==> src/rtl/mm_sequencer.sv <==
// mm_sequencer: control sequencer for a single-MAC matrix-vector product (out = W * in).
// Walks input/weight RAMs row by row, strobes the accumulator, writes each row result,
// and reports completion with an enable/done level handshake. No arithmetic datapath.
//
// Ports:
//   clk, reset (async, active-high), enable (level start request)
//   busy, done                       : run status
//   mem_rd_en, in_addr, w_addr       : RAM read strobe and addresses
//   mac_clear, mac_en, mac_last      : accumulator control, aligned to RAM read latency
//   out_we, out_addr                 : output buffer write of row j
//   act_valid, act_ready             : optional activation-stage handshake per row
//
// Optional feature: define MM_SEQ_ACT_EN to insert an ACT state between DRAIN and WRITE
// that offers each row to the activation stage and waits for act_ready. Without it,
// act_valid is tied low and act_ready is ignored.
module mm_sequencer #(
  parameter int INPUT_WIDTH  = 1152,
  parameter int OUTPUT_WIDTH = 128,
  parameter int MEM_LATENCY  = 1,
  parameter int AW_IN  = (INPUT_WIDTH > 1) ? $clog2(INPUT_WIDTH) : 1,
  parameter int AW_W   = (INPUT_WIDTH * OUTPUT_WIDTH > 1) ? $clog2(INPUT_WIDTH * OUTPUT_WIDTH) : 1,
  parameter int AW_OUT = (OUTPUT_WIDTH > 1) ? $clog2(OUTPUT_WIDTH) : 1
) (
  input  logic              clk,
  input  logic              reset,
  input  logic              enable,
  output logic              busy,
  output logic              done,
  output logic              mem_rd_en,
  output logic [AW_IN-1:0]  in_addr,
  output logic [AW_W-1:0]   w_addr,
  output logic              mac_clear,
  output logic              mac_en,
  output logic              mac_last,
  output logic              out_we,
  output logic [AW_OUT-1:0] out_addr,
  output logic              act_valid,
  input  logic              act_ready
);

  typedef enum logic [2:0] {
    S_IDLE,
    S_CLEAR,
    S_MAC,
    S_DRAIN,
    S_ACT,
    S_WRITE,
    S_DONE
  } state_t;

  localparam logic [AW_IN-1:0]  LAST_I = AW_IN'(INPUT_WIDTH - 1);
  localparam logic [AW_OUT-1:0] LAST_J = AW_OUT'(OUTPUT_WIDTH - 1);
  localparam logic [AW_IN-1:0]  ONE_I  = AW_IN'(1);
  localparam logic [AW_W-1:0]   ONE_W  = AW_W'(1);
  localparam logic [AW_OUT-1:0] ONE_J  = AW_OUT'(1);

  state_t state;

  // Read strobe and "final read of the row" flag, delayed by the RAM latency so the
  // accumulate strobes line up with returning data.
  logic [MEM_LATENCY-1:0] rd_dly;
  logic [MEM_LATENCY-1:0] last_dly;

  always_ff @(posedge clk or posedge reset) begin
    if (reset) begin
      rd_dly   <= '0;
      last_dly <= '0;
    end else begin
      rd_dly[0]   <= mem_rd_en;
      last_dly[0] <= mem_rd_en && (in_addr == LAST_I);
      for (int k = 1; k < MEM_LATENCY; k++) begin
        rd_dly[k]   <= rd_dly[k-1];
        last_dly[k] <= last_dly[k-1];
      end
    end
  end

  assign mac_en   = rd_dly[MEM_LATENCY-1];
  assign mac_last = last_dly[MEM_LATENCY-1];

  always_ff @(posedge clk or posedge reset) begin
    if (reset) begin
      state     <= S_IDLE;
      busy      <= 1'b0;
      done      <= 1'b0;
      mem_rd_en <= 1'b0;
      in_addr   <= '0;
      w_addr    <= '0;
      mac_clear <= 1'b0;
      out_we    <= 1'b0;
      out_addr  <= '0;
`ifdef MM_SEQ_ACT_EN
      act_valid <= 1'b0;
`endif
    end else begin
      // Single-cycle strobes; only the state transition that needs them sets them.
      mac_clear <= 1'b0;
      out_we    <= 1'b0;

      case (state)
        S_IDLE: begin
          if (enable) begin
            state     <= S_CLEAR;
            busy      <= 1'b1;
            mac_clear <= 1'b1;
            in_addr   <= '0;
            w_addr    <= '0;
            out_addr  <= '0;
          end
        end

        S_CLEAR: begin
          state     <= S_MAC;
          mem_rd_en <= 1'b1;
          in_addr   <= '0;
        end

        S_MAC: begin
          // w_addr is a running j*N+i counter: it carries across rows, so no multiply.
          w_addr <= w_addr + ONE_W;
          if (in_addr == LAST_I) begin
            state     <= S_DRAIN;
            mem_rd_en <= 1'b0;
            in_addr   <= '0;
          end else begin
            in_addr <= in_addr + ONE_I;
          end
        end

        S_DRAIN: begin
          // mac_last marks the cycle the row's final product is accumulated, which is
          // exactly the last of the MEM_LATENCY drain cycles.
          if (mac_last) begin
`ifdef MM_SEQ_ACT_EN
            state     <= S_ACT;
            act_valid <= 1'b1;
`else
            state     <= S_WRITE;
            out_we    <= 1'b1;
`endif
          end
        end

`ifdef MM_SEQ_ACT_EN
        S_ACT: begin
          if (act_ready) begin
            state     <= S_WRITE;
            act_valid <= 1'b0;
            out_we    <= 1'b1;
          end
        end
`endif

        S_WRITE: begin
          if (out_addr == LAST_J) begin
            state <= S_DONE;
            busy  <= 1'b0;
            done  <= 1'b1;
          end else begin
            state     <= S_CLEAR;
            out_addr  <= out_addr + ONE_J;
            mac_clear <= 1'b1;
          end
        end

        S_DONE: begin
          // Hold done while the requester keeps enable high; a low enable returns to IDLE.
          if (!enable) begin
            state    <= S_IDLE;
            done     <= 1'b0;
            out_addr <= '0;
          end
        end

        default: state <= S_IDLE;
      endcase
    end
  end

`ifndef MM_SEQ_ACT_EN
  assign act_valid = 1'b0;
  logic unused_act_ready;
  assign unused_act_ready = act_ready;
`endif

endmodule

==> config.mk <==
export PLATFORM = sky130hd
export DESIGN_NAME = mm_sequencer
export DESIGN_NICKNAME = d
export VERILOG_FILES = /design/src/rtl/mm_sequencer.sv
export SDC_FILE = /design/constraint.sdc
export NUM_CORES = 1
export LEC_CHECK = 0
export ABC_AREA = 0
export CAP_MARGIN = 0
export CORE_ASPECT_RATIO = 0.9
export CORE_MARGIN = 5
export CORE_UTILIZATION = 29
export CTS_BUF_LIST = sky130_fd_sc_hd__clkbuf_16
export DETAILED_ROUTE_END_ITERATION = 16
export GPL_TIMING_DRIVEN = 0
export PLACE_DENSITY_LB_ADDON = 0.08
export REMOVE_ABC_BUFFERS = 1
export SLEW_MARGIN = 15
export SYNTH_ARGS = -nofsm -noshare
export SYNTH_HDL_FRONTEND = slang
export SYNTH_SLANG_ARGS = --single-unit
==> constraint.sdc <==
create_clock -name clk -period 2.3 [get_ports clk]
set_clock_uncertainty 0.05 [all_clocks]
set_input_delay 0.69 -clock clk [delete_from_list [all_inputs] [get_ports clk]]
set_output_delay 0.69 -clock clk [all_outputs]
set_load 0.02 [all_outputs]
# Word-level counts from Yosys, hierarchy flattened
# Cells that the tools add are included.
totals:
  regBits: 46
  inputBits: 4
  out_inout_bits: 44
  word_cells: 70
classes:
  addsub: 3
  n_eq_ne: 13
  muxes: 28
  reduce_logical: 15
ops:
  columns: ["cell", "count"]
  rows:
  - ["$pmux 18 s2", 1]
  - ["$pmux 11 s3", 1]
  - ["$mux 11", 2]
  - ["$mux 7", 3]
  - ["$pmux 7 s3", 1]
  - ["$add 18x1->18 const B", 1]
  - ["$mux 18", 1]
  - ["$pmux 3 s6", 1]
  - ["$mux 3", 5]
  - ["$ne 2x2->1 const B", 6]
  - ["$add 11x1->11 const B", 1]
  - ["$eq 11x11->1 const B", 1]
  - ["$mux 1", 9]
  - ["$pmux 1 s2", 4]
  - ["$reduce_and 4->1", 2]
  - ["$reduce_bool 2->1", 4]
  - ["$add 7x1->7 const B", 1]
  - ["$eq 7x7->1 const B", 1]
  - ["$eq 3x2->1 const B", 2]
  - ["$eq 3x3->1 const B", 2]
  - ["$reduce_and 2->1", 3]
  - ["$reduce_and 3->1", 2]
  - ["$reduce_bool 3->1", 2]
  - ["$eq 3x1->1 const B", 1]
  - ["other kinds (2)", 2]

# Logic depth before layout (Yosys ltp)
# Gate-level depths: netlist of run 1.
logic_depth:
  word_depth: 3
  depth_mapped: 6
  depth_no_buf: 5

# Least setup slack after synthesis of run 1
# No wires, ideal clock.
synth_timing:
  path_kind: "input -> register"
  startpoint: "input port enable"
  endpoint: "register w_addr[6]"
  setup_time_ps: 132
  arrival_ps: 1910
  path_slack_ps: 209
  cell_stages: 6
  path_buffers: 2
  cell_sequence: "or4b_2 -> clkbuf_1 -> and2_0 -> clkbuf_1 -> o21ai_0 -> o41ai_1"
synth_between:
  elab_chain_cells: 2
synth_lines:
  columns: ["element", "line_no", "source"]
  rows:
  - ["start, declared", "26", "input logic enable,"]
  - ["$ne 2x2->1 (no source line)", null, null]
  - ["$reduce_and 2->1 (no source line)", null, null]
  - ["end signal, assigned", "120", "w_addr <= w_addr + ONE_W;"]
  - ["end, declared", "31", "output logic [AW_W-1:0] w_addr,"]
# Every way passes these cells.
# A chain may end at the register's enable or synchronous reset.

# Worst setup path in the final report of run 1
layout_timing:
  startpoint: "register state[0]"
  endpoint: "register w_addr[17]"
layout_between:
  elab_chain_cells: 3
layout_lines:
  columns: ["element", "line_no", "source"]
  rows:
  - ["start, declared", "57", "state_t state;"]
  - ["start signal, assigned", "83", "state <= S_IDLE;"]
  - ["start signal, assigned", "103", "state <= S_CLEAR;"]
  - ["start signal, assigned", "113", "state <= S_MAC;"]
  - ["$eq 3x2->1 / $logic_not 3->1 (equally long branches)", "100", "case (state)"]
  - ["$reduce_bool 2->1 (no source line) / $ne 2x2->1 (equally long branches)", null, null]
  - ["$reduce_and 2->1 (no source line)", null, null]
# Parallel ways exist; a longest one is shown, timed or not.

==> results of run 1 <==
[per-layer routing]
layer	vias up	GRT usage
met5	-	0
met4	0	0.0421
met3	5	0.0321
met2	38	0.177
met1	918	0.162
li1	987	-
[state kept, by name, summed over array words and instances, names as in the netlist]
register	flops
busy	1
in_addr	11
mac_en	1
out_we	1
out_addr	7
w_addr	18
state	3
mem_rd_en	1
done	1
mac_last	1
mac_clear	1
[cell families (layout without fill, tap and decap cells)]
logic type | Yosys count | count (layout) | synth area share
AOI/OAI and AO/OA | 63 | 63 | 0.180
xor gates and xnor gates | 7 | 7 | 0.0266
adders and majority gates | 3 | 3 | 0.0163
buffers and inverters | 25 | 73 | 0.0435
DFF | 46 | 46 | 0.500
muxes | 6 | 6 | 0.0261
other | 1 | 1 | 0.00163
and+or+nand+nor | 88 | 88 | 0.206
[final cells by class]
class,instances,share of cell area
Sequential cell,46,0.377
Clock inverter,3,0.00368
Inverter,12,0.0147
Clock buffer,5,0.0408
Multi-Input combinational cell,168,0.354
Tap cell,96,0.0392
Timing Repair Buffer,53,0.171
[worst max path at each step]
stage                     depth (start not counted)  startpoint         end  slack, ns
after floorplan                                   4      enable   w_addr[6]       0.18
after global placement                            5      enable   w_addr[6]      -0.65
after detailed placement                          5      enable   w_addr[6]      -0.62
after CTS                                         5      enable   w_addr[6]       0.03
after global routing                              4    state[0]  w_addr[15]      0.002
final                                             4    state[0]  w_addr[17]       0.09
[cell usage in the layout (no fill, tap or decap), types with 3 or more instances in the layout]
cell,n
sky130_fd_sc_hd__xnor2_1,6
sky130_fd_sc_hd__nand4_1,8
sky130_fd_sc_hd__a211oi_1,3
sky130_fd_sc_hd__nor2_1,12
sky130_fd_sc_hd__dfrtp_2,3
sky130_fd_sc_hd__or3_1,3
sky130_fd_sc_hd__dfrtp_1,43
sky130_fd_sc_hd__clkdlybuf4s50_1,45
sky130_fd_sc_hd__ha_1,3
sky130_fd_sc_hd__o31ai_1,4
sky130_fd_sc_hd__o22ai_1,3
sky130_fd_sc_hd__nand2_1,24
sky130_fd_sc_hd__a31oi_1,5
sky130_fd_sc_hd__mux2i_1,6
sky130_fd_sc_hd__nand3_1,11
sky130_fd_sc_hd__o311ai_0,3
sky130_fd_sc_hd__a21oi_1,7
sky130_fd_sc_hd__nor4_1,6
sky130_fd_sc_hd__clkbuf_16,5
sky130_fd_sc_hd__o21ai_0,20
sky130_fd_sc_hd__buf_4,7
sky130_fd_sc_hd__o41ai_1,5
sky130_fd_sc_hd__nand3b_1,4
sky130_fd_sc_hd__inv_1,11
sky130_fd_sc_hd__clkinv_1,3
[repair_timing]
item	CTS	global route
setup endpoints to repair	15	11
buffers inserted	0	6
gates resized for setup	7	4
[worst max-delay path, cell delays in order, from the launching register on]
cell                      delay (ns)
sky130_fd_sc_hd__dfrtp_2        0.51
sky130_fd_sc_hd__or3b_4         0.53
sky130_fd_sc_hd__or3_4          0.47
sky130_fd_sc_hd__nor4_1         0.36
sky130_fd_sc_hd__mux2i_1        0.22
[power groups by stage]
stage                     Combinational [mW]  Sequential (mW)  Clock (mW)
after floorplan                        0.298             1.26           0
after global placement                 0.778             1.15           0
after detailed placement               0.793             1.15           0
after CTS                              0.799             1.14       0.717
after global routing                   0.869             1.17       0.740
final                                  0.790             1.14       0.682
==> summary.md, run 1 <==
| Metric | Value |
|---|---|
| Result of the run | `complete, no violations` |
| DR WL met3 | `about 250 um` |
| Synthesis Warnings | `0` |
| Synthesized instance count | `239` |
| Share of total power in sequential cells | `0.437` |
| Count of unique library cells instantiated by Yosys | `47` |
| Dominant cell by count in the synthesized netlist | `sky130_fd_sc_hd__dfrtp_1` |
| # setup viols final | `0` |
| Register cell area after layout | `1150 um2` |
| Violation count after the first detailed-route iteration | `between 80 and 90` |
| Final TNS setup | `0 ns` |
| End point of the most critical hold path | `mac_en` |
| Cell type with the highest aggregate area in the netlist | `sky130_fd_sc_hd__dfrtp_1` |
| Clk pwr share | `0.261` |
| Share of cells above drive strength 1 | `0.101` |
| Most area-consuming cells after synthesis | `sky130_fd_sc_hd__dfrtp_1 (50%), sky130_fd_sc_hd__o21ai_0 (4.4%), sky130_fd_sc_hd__nand2_1 (3.9%)` |
| Post-route non-filler standard cell count | `approximately 380` |
| Clk_lat worst skew | `around 0.28 ns` |
| Post-synthesis cell area | `2300 um2` |
| Number of cell rows | `30` |
| DRC Markers | `0` |
| Number of filler cells placed in the layout | `779` |
| Transition time at the pin with the least slew margin | `0.594 ns` |
| Post-Synthesis Mean Instance Area | `9.63 um2` |
| Starting Density | `0.302` |
| Proportion of register bits with asynchronous set or reset after synthesis | `1.00` |
| Final setup slack of the worst path | `0.0922 ns` |
| Maximum net fanout on the critical path | `15` |
| Layout overhead on the synthesized area | `33.1%` |
| Number of antenna violations at the first check in global routing | `0` |
| Antenna Diode Count | `0` |
| Switching share of power | `0.347` |
| Source of the worst hold timing path | `mem_rd_en` |
| Die Area | `9820 um2` |
| Unrepaired setup endpoints after global routing | `no` |
| Max-slew headroom at the worst pin | `0.594` |
| Total wire length after detailed routing | `approximately 5700 um` |
| Worst reg2reg endpoint | `w_addr[17]` |
| Final global-route overflow total | `0` |
| Number of hold-slack violations in the final timing report | `0` |
| Number of primary I/O pins | `between 40 and 50` |
| Reg2Reg Launch Point | `state[0]` |
| Number of synthesized flops with an enable pin | `0` |
| Setup crit end kind | `flip-flop` |
| Hold_ws | `0.424 ns` |
| Final estimated routing congestion in global placement | `between 0.7 and 0.8` |
| Via total after detailed routing | `1948` |
| Most instantiated flip-flop cell in the synthesis netlist | `sky130_fd_sc_hd__dfrtp_1` |
| Largest net degree at the start of global routing | `32` |
| Combined area of the multi-input logic cells | `roughly 1100 um2` |
| DR WL met2 | `2480 um` |
| Final worst path period need | `about 2.2 ns` |
| Length of routed wiring on met1 | `about 2900 um` |
| Most numerous cell types in the synthesized netlist | `sky130_fd_sc_hd__dfrtp_1 (46), sky130_fd_sc_hd__nand2_1 (24), sky130_fd_sc_hd__o21ai_0 (20)` |
| TritonCTS clock tree | `done` |
| PortBufs | `45` |
| Area inside the core boundary | `7620 um2` |
| Reported net switching power | `0.906 mW` |
| Total clock sinks | `46` |
| Required time reported for the critical path endpoint | `2.46 ns` |
| Net count reported at finish | `about 290` |
| Post-detail-place hpwl | `3870 um` |
| Worst voltage drop across the vdd grid | `0.000316 V` |
| Buffers from clock root to sink, at most | `2` |
| Tot GR Track Use | `0.117` |
| Top achievable clock speed | `about 450 MHz` |
| Post-route antenna net violation count | `0` |
| Die height | `94.5 um` |
| Post-CTS clock slew at the launch and capture registers of the worst setup and hold paths | `around 0.060 ns` |
| Max Cap Viol | `0` |
| Power Dens Cells | `853 nW/um2` |
| Signal arrival time at the worst endpoint | `2.37 ns` |
| Routed len/inst | `14.8 um` |
| Overall die width | `104 um` |
| Hold Path Stages | `0` |
| Area after DPL | `between 2000 and 3000 um2` |
| Worst Reg-to-Reg Cells | `4` |
| Finished layout cell area | `3060 um2` |
| Max-slew violation total from the final report | `0` |
| Relative contribution of combinational cells to total power | `0.302` |
| Critical path type | `flip-flop to flip-flop` |
| Layout Utilization | `0.402` |
| Final period utilization | `0.960` |
| Design internal power | `about 1.7 mW` |
| Fraction of the yosys area taken by sequential cells | `0.500` |
| Top-area cell type share of the netlist area | `0.500` |
| Hold Buf Count CTS | `0` |
| Number of register bits inferred by synthesis | `46` |
| Number of vias per cell after detailed routing | `5.09` |
| TritonCTS buffer count | `5` |
| Clock root buffer master | `sky130_fd_sc_hd__clkbuf_16` |
| Highest metal layer used by the detailed router | `met4` |
| Category of the worst setup path launch point | `flip-flop` |
| Clock H-tree levels | `2` |
| Slack of the worst reg-to-reg path | `between 0.09 and 0.1 ns` |
| First-pass GRT wire length | `roughly 9500 um` |
| Class of the tightest hold or removal check | `flip-flop to flip-flop` |
| Total instance count after detailed placement | `roughly 370` |
| Worst setup slack after placement | `-0.618 ns` |
| Number of global-route vias before repair | `1859` |
| Number of optimization iterations in the first detailed-route pass | `4` |
| Leakage component of the power | `1.20 nW` |
| Total design power | `2.61 mW` |
Note: power is estimated with default switching activity, not from simulation.
==> run 2: changes to the inputs <==
Settings changed: CORE_MARGIN 5 to 4, PLACE_DENSITY set to 0.6, PLACE_DENSITY_LB_ADDON 0.08 to not set.
==> run 2 against run 1 <==
Combinational power fell by 1%. Sequential power barely moved. Maximum frequency increased by 0.80%. Largest cell class unchanged. Core utilization is 0.41 points lower. Critical endpoint is now w_addr[15]. Critical path depth did not move.
==> summary.md, run 2 (synthesis gave the netlist of run 1 again) <==
| Metric | Value |
|---|---|
| Result of the run | `complete, no violations` |
| Worst setup slack after placement | `-0.615 ns` |
| Share of cells above drive strength 1 | `0.0922` |
| Unrepaired setup endpoints after global routing | `no` |
| Area inside the core boundary | `approximately 7600 um2` |
| Share of total power in sequential cells | `0.439` |
| Most frequent cells in the layout | `sky130_fd_sc_hd__clkdlybuf4s50_1 (44), sky130_fd_sc_hd__dfrtp_1 (43), sky130_fd_sc_hd__nand2_1 (24)` |
| Class of the tightest hold or removal check | `flip-flop to flip-flop` |
| Final global-route overflow total | `0` |
| Final estimated routing congestion in global placement | `between 0.7 and 0.8` |
| TritonCTS clock tree | `done` |
| Buffers from clock root to sink, at most | `2` |
| Number of optimization iterations in the first detailed-route pass | `7` |
| Required time reported for the critical path endpoint | `2.45 ns` |
| Clock root buffer master | `sky130_fd_sc_hd__clkbuf_16` |
| Power Dens Cells | `between 800 and 900 nW/um2` |
| Worst voltage drop across the vdd grid | `0.000317 V` |
| Critical path type | `flip-flop to flip-flop` |
| Category of the worst setup path launch point | `flip-flop` |
| Relative contribution of combinational cells to total power | `0.301` |
| Net count reported at finish | `288` |
| Number of global-route vias before repair | `roughly 1800` |
| Transition time at the pin with the least slew margin | `between 0.5 and 0.6 ns` |
| Layout overhead on the synthesized area | `31.8%` |
| Clk pwr share | `0.260` |
| Slack of the worst reg-to-reg path | `0.11 ns` |
| Maximum net fanout on the critical path | `15` |
| Max Cap Viol | `0` |
| Starting Density | `0.302` |
| TritonCTS buffer count | `5` |
| PortBufs | `45` |
| Die height | `92.5 um` |
| Number of hold-slack violations in the final timing report | `0` |
| Register bank with the most flops | `w_addr` |
| Max-slew headroom at the worst pin | `0.638` |
| Antenna Diode Count | `0` |
| First-pass GRT wire length | `8750 um` |
| Leakage component of the power | `around 1.2 nW` |
| Overall die width | `102 um` |
| Switching share of power | `0.345` |
| Total instance count after detailed placement | `369` |
| Flip-flop count of the largest register, all copies and words added | `18` |
| Most common cell after layout, fill and taps aside | `sky130_fd_sc_hd__clkdlybuf4s50_1` |
| DRC Markers | `0` |
| Final worst path period need | `2.19 ns` |
| Tot GR Track Use | `0.114` |
| Clk_lat worst skew | `0.27 ns` |
| Number of filler cells placed in the layout | `between 700 and 800` |
| Largest registers | `w_addr: 18 flops, in_addr: 11 flops, out_addr: 7 flops` |
| Max-slew violation total from the final report | `0` |
| Post-detail-place hpwl | `~3700 um` |
| Final period utilization | `0.952` |
| Signal arrival time at the worst endpoint | `2.34 ns` |
| Number of antenna violations at the first check in global routing | `0` |
| Total clock sinks | `46` |
| Violation count after the first detailed-route iteration | `87` |
| Final setup slack of the worst path | `0.110 ns` |
| Design internal power | `1.70 mW` |
| Clock H-tree levels | `2` |
| Top achievable clock speed | `about 460 MHz` |
| Routed len/inst | `14.2 um` |
| Reported net switching power | `0.897 mW` |
| # setup viols final | `0` |
| Post-route antenna net violation count | `0` |
| Area after DPL | `2850 um2` |
| Post-CTS clock slew at the launch and capture registers of the worst setup and hold paths | `0.06 ns` |
| Die Area | `approximately 9400 um2` |
| Total wire length after detailed routing | `5370 um` |
| Number of cell rows | `30` |
| Largest net degree at the start of global routing | `25` |
| Number of vias per cell after detailed routing | `5.16` |
| Number of primary I/O pins | `48` |
| Setup crit end kind | `flip-flop` |
| Finished layout cell area | `3030 um2` |
| Post-route non-filler standard cell count | `approximately 380` |
| Hold Buf Count CTS | `0` |
| Via total after detailed routing | `about 2000` |
-- run 2: changes by cell type in the layout (fill, tap and decap cells not counted) --
cell	change
sky130_fd_sc_hd__clkinv_1	-2
sky130_fd_sc_hd__a21oi_2	+1
sky130_fd_sc_hd__nor4_2	+2
sky130_fd_sc_hd__dlymetal6s2s_1	+1
sky130_fd_sc_hd__clkinv_2	+1
sky130_fd_sc_hd__clkdlybuf4s50_1	-1
sky130_fd_sc_hd__buf_4	-5
sky130_fd_sc_hd__a21oi_4	-1
sky130_fd_sc_hd__and2_1	+1
sky130_fd_sc_hd__inv_1	+1
sky130_fd_sc_hd__nor4_1	-2
sky130_fd_sc_hd__and2_4	-1
-- run 2: power by group through the flow --
| stage | Sequential, mW | Combinational [mW] | Clock [mW] |
|---|---|---|---|
| after detailed placement | 1.15 | 0.785 | 0 |
| after global placement | 1.14 | 0.764 | 0 |
| final | 1.14 | 0.782 | 0.675 |
| after floorplan | 1.26 | 0.298 | 0 |
| after CTS | 1.14 | 0.790 | 0.699 |
| after global routing | 1.17 | 0.857 | 0.731 |
-- run 2: worst max-delay path, stage by stage (launching register included) --
cell                      delay, ns
sky130_fd_sc_hd__dfrtp_2       0.50
sky130_fd_sc_hd__or3b_4        0.53
sky130_fd_sc_hd__or3_4         0.46
sky130_fd_sc_hd__nor4_1        0.35
sky130_fd_sc_hd__mux2i_1       0.22
-- run 2: worst paths after layout --
kind,start,depth (start not counted),endpoint
worst max-delay path,state[0],4,w_addr[15]
worst min-delay path,mem_rd_en,0,mac_en
worst max register to register,state[0],4,w_addr[15]
worst min register to register,mem_rd_en,0,mac_en
max in group asynchronous,reset,3,in_addr[2]
min in group asynchronous,reset,2,mac_clear
-- run 2: layout make-up --
cell class,instances,area (um2),area share
clock buffers,5,125,0.0413
clock inverters,3,12.5,0.00413
inverters,12,45.0,0.0149
multi-input cells,168,1090,0.358
flip-flops and latches,46,1150,0.381
well taps,96,120,0.0396
repair buffers,48,488,0.161
-- run 2: per-layer routing --
layer,up-vias,global-route usage,share of wire
li1,969,-,-
met1,938,0.158,0.48
met2,41,0.177,0.47
met3,4,0.0264,0.041
met4,0,0.0328,0.0089
met5,-,0,0
-- run 2: what timing repair did --
item	4_1_cts	5_1_grt
cloned	0	0
buffers inserted	1	0
gates resized for setup	5	6
setup endpoints to repair	14	8
-- run 2: stage by stage --
step                      setup TNS, ns   util  hold slack [ns]  power (mW)
final                                 0  0.398            0.408        2.60
after global routing                  0  0.398            0.435        2.76
after CTS                             0  0.395            0.417        2.63
after detailed placement          -8.40  0.374            0.409        1.94
after global placement           -32.12  0.370            0.393        1.91
after floorplan                       0      -            0.499        1.55
==> run 3: changes to the inputs <==
Settings changed: CTS_CLUSTER_DIAMETER set to 150.
==> results of run 3 <==
Final layout, timing and power as in run 2 (identical DEF).
